--- src/rtl/rings_pkg.sv ---
// Shared definitions for the concentric-rings drawing controller and its datapath:
// state encoding and the colour palette.
package rings_pkg;

    localparam logic [3:0] S_IDLE      = 4'd0;
    localparam logic [3:0] S_CLR_INIT  = 4'd1;
    localparam logic [3:0] S_CLR_PIX   = 4'd2;
    localparam logic [3:0] S_CLR_NEXTY = 4'd3;
    localparam logic [3:0] S_RING_INIT = 4'd4;
    localparam logic [3:0] S_OCT_START = 4'd5;
    localparam logic [3:0] S_OCT_LOAD  = 4'd6;
    localparam logic [3:0] S_OCT_WRITE = 4'd7;
    localparam logic [3:0] S_STEP      = 4'd8;
    localparam logic [3:0] S_CHECK     = 4'd9;
    localparam logic [3:0] S_RING_NEXT = 4'd10;
    localparam logic [3:0] S_RING_CHK  = 4'd11;
    localparam logic [3:0] S_DONE      = 4'd12;

    localparam logic [2:0] BLACK  = 3'b000;
    localparam logic [2:0] BLUE   = 3'b001;
    localparam logic [2:0] GREEN  = 3'b010;
    localparam logic [2:0] RED    = 3'b100;
    localparam logic [2:0] YELLOW = 3'b110;
    localparam logic [2:0] WHITE  = 3'b111;

    function automatic logic is_busy(input logic [3:0] st);
        return (st != S_IDLE) && (st != S_DONE);
    endfunction

endpackage

--- src/rtl/rings_ctrl.sv ---
// Control FSM for clearing a 160x120 frame and drawing five midpoint circles.
// State register plus combinational next-state and output decode.
module rings_ctrl
    import rings_pkg::*;
(
    input  logic       CLOCK_50,
    input  logic       resetn,
    input  logic       start,
    input  logic       x_done,
    input  logic       y_done,
    input  logic       c_done,
    input  logic       crit_pos,
    input  logic       loop_done,
    input  logic       rings_done,
    input  logic [2:0] ring_col,
    output logic       blank,
    output logic       x_start,
    output logic       y_start,
    output logic       x_enable,
    output logic       y_enable,
    output logic       counter_start,
    output logic       counter_enable,
    output logic       x_off_enable,
    output logic       y_off_enable,
    output logic       off_clr,
    output logic       crit_enable,
    output logic       crit_sel,
    output logic       ring_en,
    output logic       ring_start,
    output logic       plot,
    output logic [2:0] colour,
    output logic       busy,
    output logic       done
);

    logic [3:0] state_q;
    logic [3:0] state_d;

    always_ff @(posedge CLOCK_50 or negedge resetn) begin
        if (!resetn) begin
            state_q <= S_IDLE;
        end else begin
            state_q <= state_d;
        end
    end

    always_comb begin
        state_d        = state_q;
        blank          = 1'b0;
        x_start        = 1'b0;
        y_start        = 1'b0;
        x_enable       = 1'b0;
        y_enable       = 1'b0;
        counter_start  = 1'b0;
        counter_enable = 1'b0;
        x_off_enable   = 1'b0;
        y_off_enable   = 1'b0;
        off_clr        = 1'b0;
        crit_enable    = 1'b0;
        crit_sel       = 1'b0;
        ring_en        = 1'b0;
        ring_start     = 1'b0;
        plot           = 1'b0;
        done           = 1'b0;
        case (state_q)
            S_IDLE: begin
                if (start) state_d = S_CLR_INIT;
            end
            S_CLR_INIT: begin
                blank    = 1'b1;
                x_start  = 1'b1;
                y_start  = 1'b1;
                x_enable = 1'b1;
                y_enable = 1'b1;
                state_d  = S_CLR_PIX;
            end
            S_CLR_PIX: begin
                blank = 1'b1;
                // End-of-frame wins over end-of-row so the row after the last is never painted.
                if (y_done) begin
                    state_d = S_RING_INIT;
                end else if (x_done) begin
                    state_d = S_CLR_NEXTY;
                end else begin
                    plot     = 1'b1;
                    x_enable = 1'b1;
                end
            end
            S_CLR_NEXTY: begin
                blank    = 1'b1;
                x_start  = 1'b1;
                x_enable = 1'b1;
                y_enable = 1'b1;
                state_d  = S_CLR_PIX;
            end
            S_RING_INIT: begin
                ring_start   = 1'b1;
                ring_en      = 1'b1;
                crit_enable  = 1'b1;
                x_off_enable = 1'b1;
                off_clr      = 1'b1;
                state_d      = S_OCT_START;
            end
            S_OCT_START: begin
                counter_start = 1'b1;
                state_d       = S_OCT_LOAD;
            end
            S_OCT_LOAD: begin
                // Coordinates are latched here and plotted next cycle, keeping plot off the enables.
                if (c_done) begin
                    state_d = S_STEP;
                end else begin
                    x_enable = 1'b1;
                    y_enable = 1'b1;
                    state_d  = S_OCT_WRITE;
                end
            end
            S_OCT_WRITE: begin
                plot           = 1'b1;
                counter_enable = 1'b1;
                state_d        = S_OCT_LOAD;
            end
            S_STEP: begin
                y_off_enable = 1'b1;
                crit_enable  = 1'b1;
                crit_sel     = crit_pos;
                x_off_enable = crit_pos;
                state_d      = S_CHECK;
            end
            S_CHECK: begin
                state_d = loop_done ? S_RING_NEXT : S_OCT_START;
            end
            S_RING_NEXT: begin
                ring_en      = 1'b1;
                crit_enable  = 1'b1;
                x_off_enable = 1'b1;
                off_clr      = 1'b1;
                state_d      = S_RING_CHK;
            end
            S_RING_CHK: begin
                state_d = rings_done ? S_DONE : S_OCT_START;
            end
            S_DONE: begin
                done = 1'b1;
                if (start) state_d = S_CLR_INIT;
            end
            default: begin
                state_d = S_IDLE;
            end
        endcase
    end

    // Gating on resetn keeps colour black while reset is held, even though IDLE is not blanking.
    assign colour = (blank || !resetn) ? BLACK : ring_col;
    assign busy   = is_busy(state_q);

endmodule

--- config.mk ---
export PLATFORM = sky130hd
export DESIGN_NAME = rings_ctrl
export DESIGN_NICKNAME = d
export VERILOG_FILES = /design/src/rtl/rings_pkg.sv /design/src/rtl/rings_ctrl.sv
export SDC_FILE = /design/constraint.sdc
export NUM_CORES = 1
export LEC_CHECK = 0
export ABC_AREA = 1
export CAP_MARGIN = 0
export CORE_MARGIN = 10
export CORE_UTILIZATION = 24
export CTS_CLUSTER_SIZE = 25
export DETAILED_ROUTE_END_ITERATION = 8
export PLACE_DENSITY = 0.69
export SLEW_MARGIN = 30
export SYNTH_ARGS = -nofsm -noshare
export SYNTH_HDL_FRONTEND = slang
export SYNTH_SLANG_ARGS = --single-unit
--- constraint.sdc ---
create_clock -name CLOCK_50 -period 1.6 [get_ports CLOCK_50]
set_input_delay 0.48 -clock CLOCK_50 [delete_from_list [all_inputs] [get_ports CLOCK_50]]
set_output_delay 0.48 -clock CLOCK_50 [all_outputs]
set_load 0.01 [all_outputs]
==> impl_metrics.yaml, run 1 <==
global_route:
  groute.layer.met3.usage: 0.0424
  antenna_found_initial: 0
  grt_use_met2: 0.226
  grt_pass1_wl_um: 4110
  grt_overflow: 0
  grt.busiest_layer: "met2"
  grt_pass1_vias: 845
  gr-usage-met1: 0.128
  grt_max_degree: 6
  track_usage: 0.126
power:
  pwr_density_cell_nw_per_um2: 1940
  leakage_nw: 0.775
  max-vdd-ir-drop_uv: 1380
sta:
  slew_viol_final: 0
  whs_ps: 512
  min_period_ps: 1950
  rsz0062_at_grt: "yes"
  fmax_ghz: 0.514
  finalHoldViolations: 0
  setup_slack_ps: -346
  finalSetupViolCount: 24
  skew_ps: 23.2
  slew_headroom: 0.857
  tightest_slew_ps: 214
  finalCritPeriodShare: 1.22
setup_path:
  reg2reg_depth: 13
  r2r_setup_slack_ps: -190
  cp.arrival_ps: 1470
  r2r_end: "state_q[1]"
  critPathLaunchType: "flip-flop"
  criticalPathCategory: "reg -> out"
  worstPathMaxFanout: 4
  cp-end-kind: "primary output"
  r2r_start: "state_q[1]"
  required_ps: 1120
floorplan:
  ios: 32
  initial_core_util: 0.257
  die_width_um: 63.5
  fp.coreArea_um2: 1760
  fp.dieArea_um2: 4030
  die_y_um: 63.5
  rows: 15
yosys:
  synth_warnings: 0
  yosysTopAreaCellShare: 0.240
  ys_types: 15
  netlist_area_um2: 454
  synth-seq-area-share: 0.220
  netlist_top_cells_count: "nand2_1 (29), nor2_1 (20), inv_1 (14)"
  async_reset_ff_frac: 1.00
  syn_nets: 100
  synth.area.top_cells: "nand2_1 (24%), dfrtp_1 (22%), nor2_1 (17%)"
  yosysTopAreaCell: "nand2_1"
  yosysMostFrequentCell: "nand2_1"
  ys_ff_latch: 4
  syn_area_per_cell_um2: 5.16
  synthCells: 88
  synth-edff-count: 0
  ys.flop_type: "dfrtp_1"
run_status:
  status: "complete, but fails checks"
  violations: "setup timing"
detailed_routing:
  drtIter0Drc: 34
  wire_per_inst_um: 15.3
  drt_wl_total_um: 2990
  post-route-drc-count: 0
  drt-vias-per-instance: 4.55
  drt_first_pass_iters: 4
  num_vias: 891
  ant_nets: 0
finish:
  final_nets: 185
  multiInputGateArea_um2: 423
  reg_top3: "state_q x4"
  utilization: 0.760
  fillers: 117
  largest_register_ffs: 4
  area_delta_synth_final_pct: 195
  drive_above_1_share: 0.643
  largest_register: "state_q"
  regArea_um2: 104
  diodes: 0
cts:
  htreeDepth: 1
  holdBufCountCts: 0
  cts_buffers: 3
  clock_latency_ps: 270
  cts.path.max_buffers: 2
  clk_pin_slew_worst_paths_ps: 60
  cts_tree: "done"
  cts_root_buffer: "clkbuf_4"
  cts_sinks: 4
placement:
  post-dp-hpwl_um: 1690
  port_buffers: 31
  gp_congestion: 0.883
hold_path:
  hold_path_class: "in -> async"
job:
  max-cap-violations: 0
## per-stage QoR
step / setup TNS, ps / cells / setup WS (ps) / area, um^2 / power, mW
floorplan: 0 / 88 / 17.1 / 459 / 0.769
global placement: -8240 / 169 / -634 / 988 / 1.61
detailed placement: -8690 / 169 / -635 / 988 / 1.64
CTS: -3220 / 187 / -256 / 1150 / 2.08
global route: -6290 / 196 / -417 / 1340 / 2.75
finish: -5020 / 196 / -346 / 1340 / 2.59
## timing repair
item                       4_1_cts  5_1_grt
setup endpoints to repair       20       21
resized for setup              124       31
buffers inserted                17       10
pin swaps                       10       10
## cell usage in the layout, fill, tap and decap left out, types with 4 or more instances in the layout
cell type	netlist	layout
nor2_1	20	13
buf_2	0	12
nand2_4	0	6
clkdlybuf4s50_1	0	8
buf_6	0	22
nand2_2	0	5
nor2_4	0	8
nand2_1	29	18
inv_1	14	11
inv_2	4	4
buf_4	1	36
## layout make-up
class,count,area share
timing repair buffer,81,0.511
multi-input combinational,65,0.316
sequential,4,0.0775
inverter,18,0.0560
tap,25,0.0233
clock buffer,3,0.0168
## worst max-delay path, cell delays in order (launching register included)
cell and delay (ps):
dfrtp_1 450, nor2_4 190, inv_2 70, nor2_2 130, and2_4 160, or2_1 80
buf_2 120
## per-layer routing
layer  vias to the layer above  part of all wire
li1                        430                 -
met2                        48              0.49
met3                         9             0.083
met4                         0             0.034
met1                       404              0.39
met5                         -                 0
## how the worst max path moves through the flow
| stage | startpoint | to | slack [ps] |
|---|---|---|---|
| floorplan | state_q[0] | x_off_enable | 20 |
| global placement | c_done | x_enable | -630 |
| detailed placement | y_done | plot | -640 |
| CTS | state_q[3] | x_off_enable | -260 |
| global route | state_q[1] | x_off_enable | -420 |
| finish | state_q[1] | x_off_enable | -350 |
## kinds of logic (layout without fill, tap and decap cells)
| family | count (synthesis) | after routing | share of synthesized area |
|---|---|---|---|
| AO/OA/AOI/OAI | 6 | 6 | 0.0799 |
| buffers and inverters | 19 | 102 | 0.165 |
| AND/OR/NAND/NOR | 59 | 59 | 0.534 |
| flip-flops | 4 | 4 | 0.220 |
## where the power goes
group	switching [mW]	total (mW)	internal, mW
Sequential	0.0931	0.249	0.156
Clock	0.0666	0.152	0.0856
Combinational	1.03	2.19	1.16
No activity file was read; power rests on OpenSTA's default activity.
==> inputs of run 2 (changes only) <==
--- a/config.mk
+++ b/config.mk
@@ -5,13 +5,13 @@
 export SDC_FILE = /design/constraint.sdc
 export NUM_CORES = 1
 export LEC_CHECK = 0
-export ABC_AREA = 1
+export ABC_AREA = 0
 export CAP_MARGIN = 0
 export CORE_MARGIN = 10
 export CORE_UTILIZATION = 24
 export CTS_CLUSTER_SIZE = 25
 export DETAILED_ROUTE_END_ITERATION = 8
-export PLACE_DENSITY = 0.69
+export PLACE_DENSITY = 0.67
 export SLEW_MARGIN = 30
 export SYNTH_ARGS = -nofsm -noshare
 export SYNTH_HDL_FRONTEND = slang
==> run 2 against run 1 <==
Against the previous run: sequential power decreased by 16%; core utilization shrank 11 points; maximum frequency fell by 1.4%; critical path depth stayed put; highest routed layer unchanged; the run still ends with setup timing left.
==> impl_metrics.yaml, run 2 <==
run_status:
  status: "complete, but fails checks"
  violations: "setup timing"
yosys:
  syn_nets: 79
  synth_warnings: 0
  synth-seq-area-share: 0.199
  ys.flop_type: "dfrtp_1"
  ys_types: 34
  synth-compound-area-share: 0.241
  synth_xor_area_frac: 0
  ys_ff_latch: 4
  synthCells: 67
  synth_top_family_by_area: "simple AND/OR/NAND/NOR gates"
  yosysTopAreaCell: "dfrtp_1"
  yosysTopAreaCellShare: 0.199
  netlist_area_um2: 504
  synth-edff-count: 0
  synth.area.top_cells: "dfrtp_1 (20%), nand2b_1 (6.2%), nor2_1 (5.2%)"
  yosys.area_share.simple: 0.457
  async_reset_ff_frac: 1.00
  synth-adder-area-share: 0
  synth_mux_area_frac: 0.0199
  syn_area_per_cell_um2: 7.53
  netlist_top_cells_count: "nor2_1 (7), nand2b_1 (5)"
  yosysMostFrequentCell: "nor2_1"
power:
  pwr_density_cell_nw_per_um2: 2100
  leakage_nw: 0.623
  max-vdd-ir-drop_uv: 1130
  finalPower_mw: 2.72
global_route:
  antenna_found_initial: 0
  track_usage: 0.113
  grt_overflow: 0
  grt_pass1_wl_um: 3880
  grt_pass1_vias: 792
  grt_max_degree: 10
setup_path:
  criticalPathCategory: "reg -> out"
  cp.arrival_ps: 1490
  critPathLaunchType: "flip-flop"
  cp-end-kind: "primary output"
  required_ps: 1120
  worstPathMaxFanout: 5
finish:
  drive_above_1_share: 0.704
  reg_top3: "state_q x4"
  diodes: 0
  utilization: 0.653
  fin_cells: 162
  final_cell_mix: "buf_4 (25), buf_6 (24), buf_2 (11)"
  largest_register_ffs: 4
  stdcell_area_um2: 1290
  largest_register: "state_q"
  area_delta_synth_final_pct: 157
  final_nets: 149
  layout_commonest_cell: "buf_4"
cts:
  holdBufCountCts: 0
  cts_root_buffer: "clkbuf_4"
  clock_latency_ps: 240
  cts_buffers: 3
  cts.path.max_buffers: 2
  clk_pin_slew_worst_paths_ps: 40
  cts_tree: "done"
  cts_sinks: 4
  htreeDepth: 1
floorplan:
  die_width_um: 65.8
  initial_core_util: 0.254
  fp.dieArea_um2: 4330
  fp.coreArea_um2: 1980
  ios: 32
  die_y_um: 65.8
  rows: 16
placement:
  dp_slack_ps: -969
  post-place-cells: 141
  place_area_um2: 998
  post-dp-hpwl_um: 1710
  port_buffers: 31
  gp_congestion: 0.877
sta:
  finalSetupViolCount: 21
  tightest_slew_ps: 293
  slew_headroom: 0.802
  rsz0062_at_grt: "yes"
  setup_tns_ps: -4410
  setup_slack_ps: -373
  whs_ps: 595
  slew_viol_final: 0
  min_period_ps: 1970
  finalHoldViolations: 0
  finalCritPeriodShare: 1.23
  skew_ps: 5.35
  fmax_ghz: 0.507
detailed_routing:
  drt_wl_total_um: 2660
  wire_per_inst_um: 16.4
  num_vias: 811
  drt-vias-per-instance: 5.01
  ant_nets: 0
  post-route-drc-count: 0
  drtIter0Drc: 18
  drt_first_pass_iters: 4
hold_path:
  hold_path_class: "in -> async"
job:
  max-cap-violations: 0
## run 2: cell count changes after synthesis, moves of 3 or more
| cell | before | now |
|---|---|---|
| a21oi_1 | 1 | 4 |
| and3_1 | 0 | 4 |
| buf_2 | 0 | 4 |
| inv_1 | 14 | 3 |
| inv_2 | 4 | 0 |
| nand2_1 | 29 | 3 |
| nand2b_1 | 0 | 5 |
| nor2_1 | 20 | 7 |
| nor2_2 | 3 | 0 |
| nor2b_1 | 0 | 3 |
## run 2: cells by family after synthesis
kind of cell	Yosys count
DFF	4
and+or+nand+nor	37
buffers and inverters	9
muxes	1
AOI/OAI and AO/OA	16
## run 2: path summary, 6_finish.rpt
check                           slack [ps]    endpoint       start  cells after the start
worst max-delay path                  -370    x_enable  state_q[1]                      6
worst min-delay path                   600  state_q[2]      resetn                      2
worst max register to register         -10  state_q[2]  state_q[2]                      6
worst min register to register         760  state_q[1]  state_q[0]                      3
max in group asynchronous              890  state_q[1]      resetn                      2
min in group CLOCK_50                  760  state_q[1]  state_q[0]                      3
## run 2: metal layers
metal / share of wire / wire [um] / global-route usage / vias up
li1: - / - / - / 381
met5: 0 / 0 / 0 / -
met1: 0.36 / 948 / 0.112 / 385
met2: 0.53 / 1410 / 0.202 / 39
met3: 0.087 / 230 / 0.0508 / 6
met4: 0.024 / 64 / 0.0401 / 0
## run 2: what timing repair did
action / 4_1_cts / 5_1_grt
hold endpoints to repair: 0 / 0
buffers inserted: 10 / 10
endpoints found under the setup margin: 22 / 21
pin swaps: 13 / 9
gates resized for setup: 114 / 27
## run 2: final cells by class
cell class,count,area [um^2]
fillers,141,688
multi-input cells,54,505
clock buffers,3,22.5
well taps,27,33.8
flip-flops and latches,4,101
repair buffers,71,619
inverters,3,11.3
## run 2: critical path: stages (launching register included)
cell,delay [ps]
dfrtp_2,440
buf_6,140
and4bb_2,240
o21ai_4,150
buf_6,120
nand2_2,40
buf_6,110
## run 2: power by group
part           total (mW)  switching [mW]  internal [mW]
registers           0.209          0.0525          0.156
clock network       0.126          0.0425         0.0840
logic                2.39            1.06           1.33
total                2.72            1.16           1.57
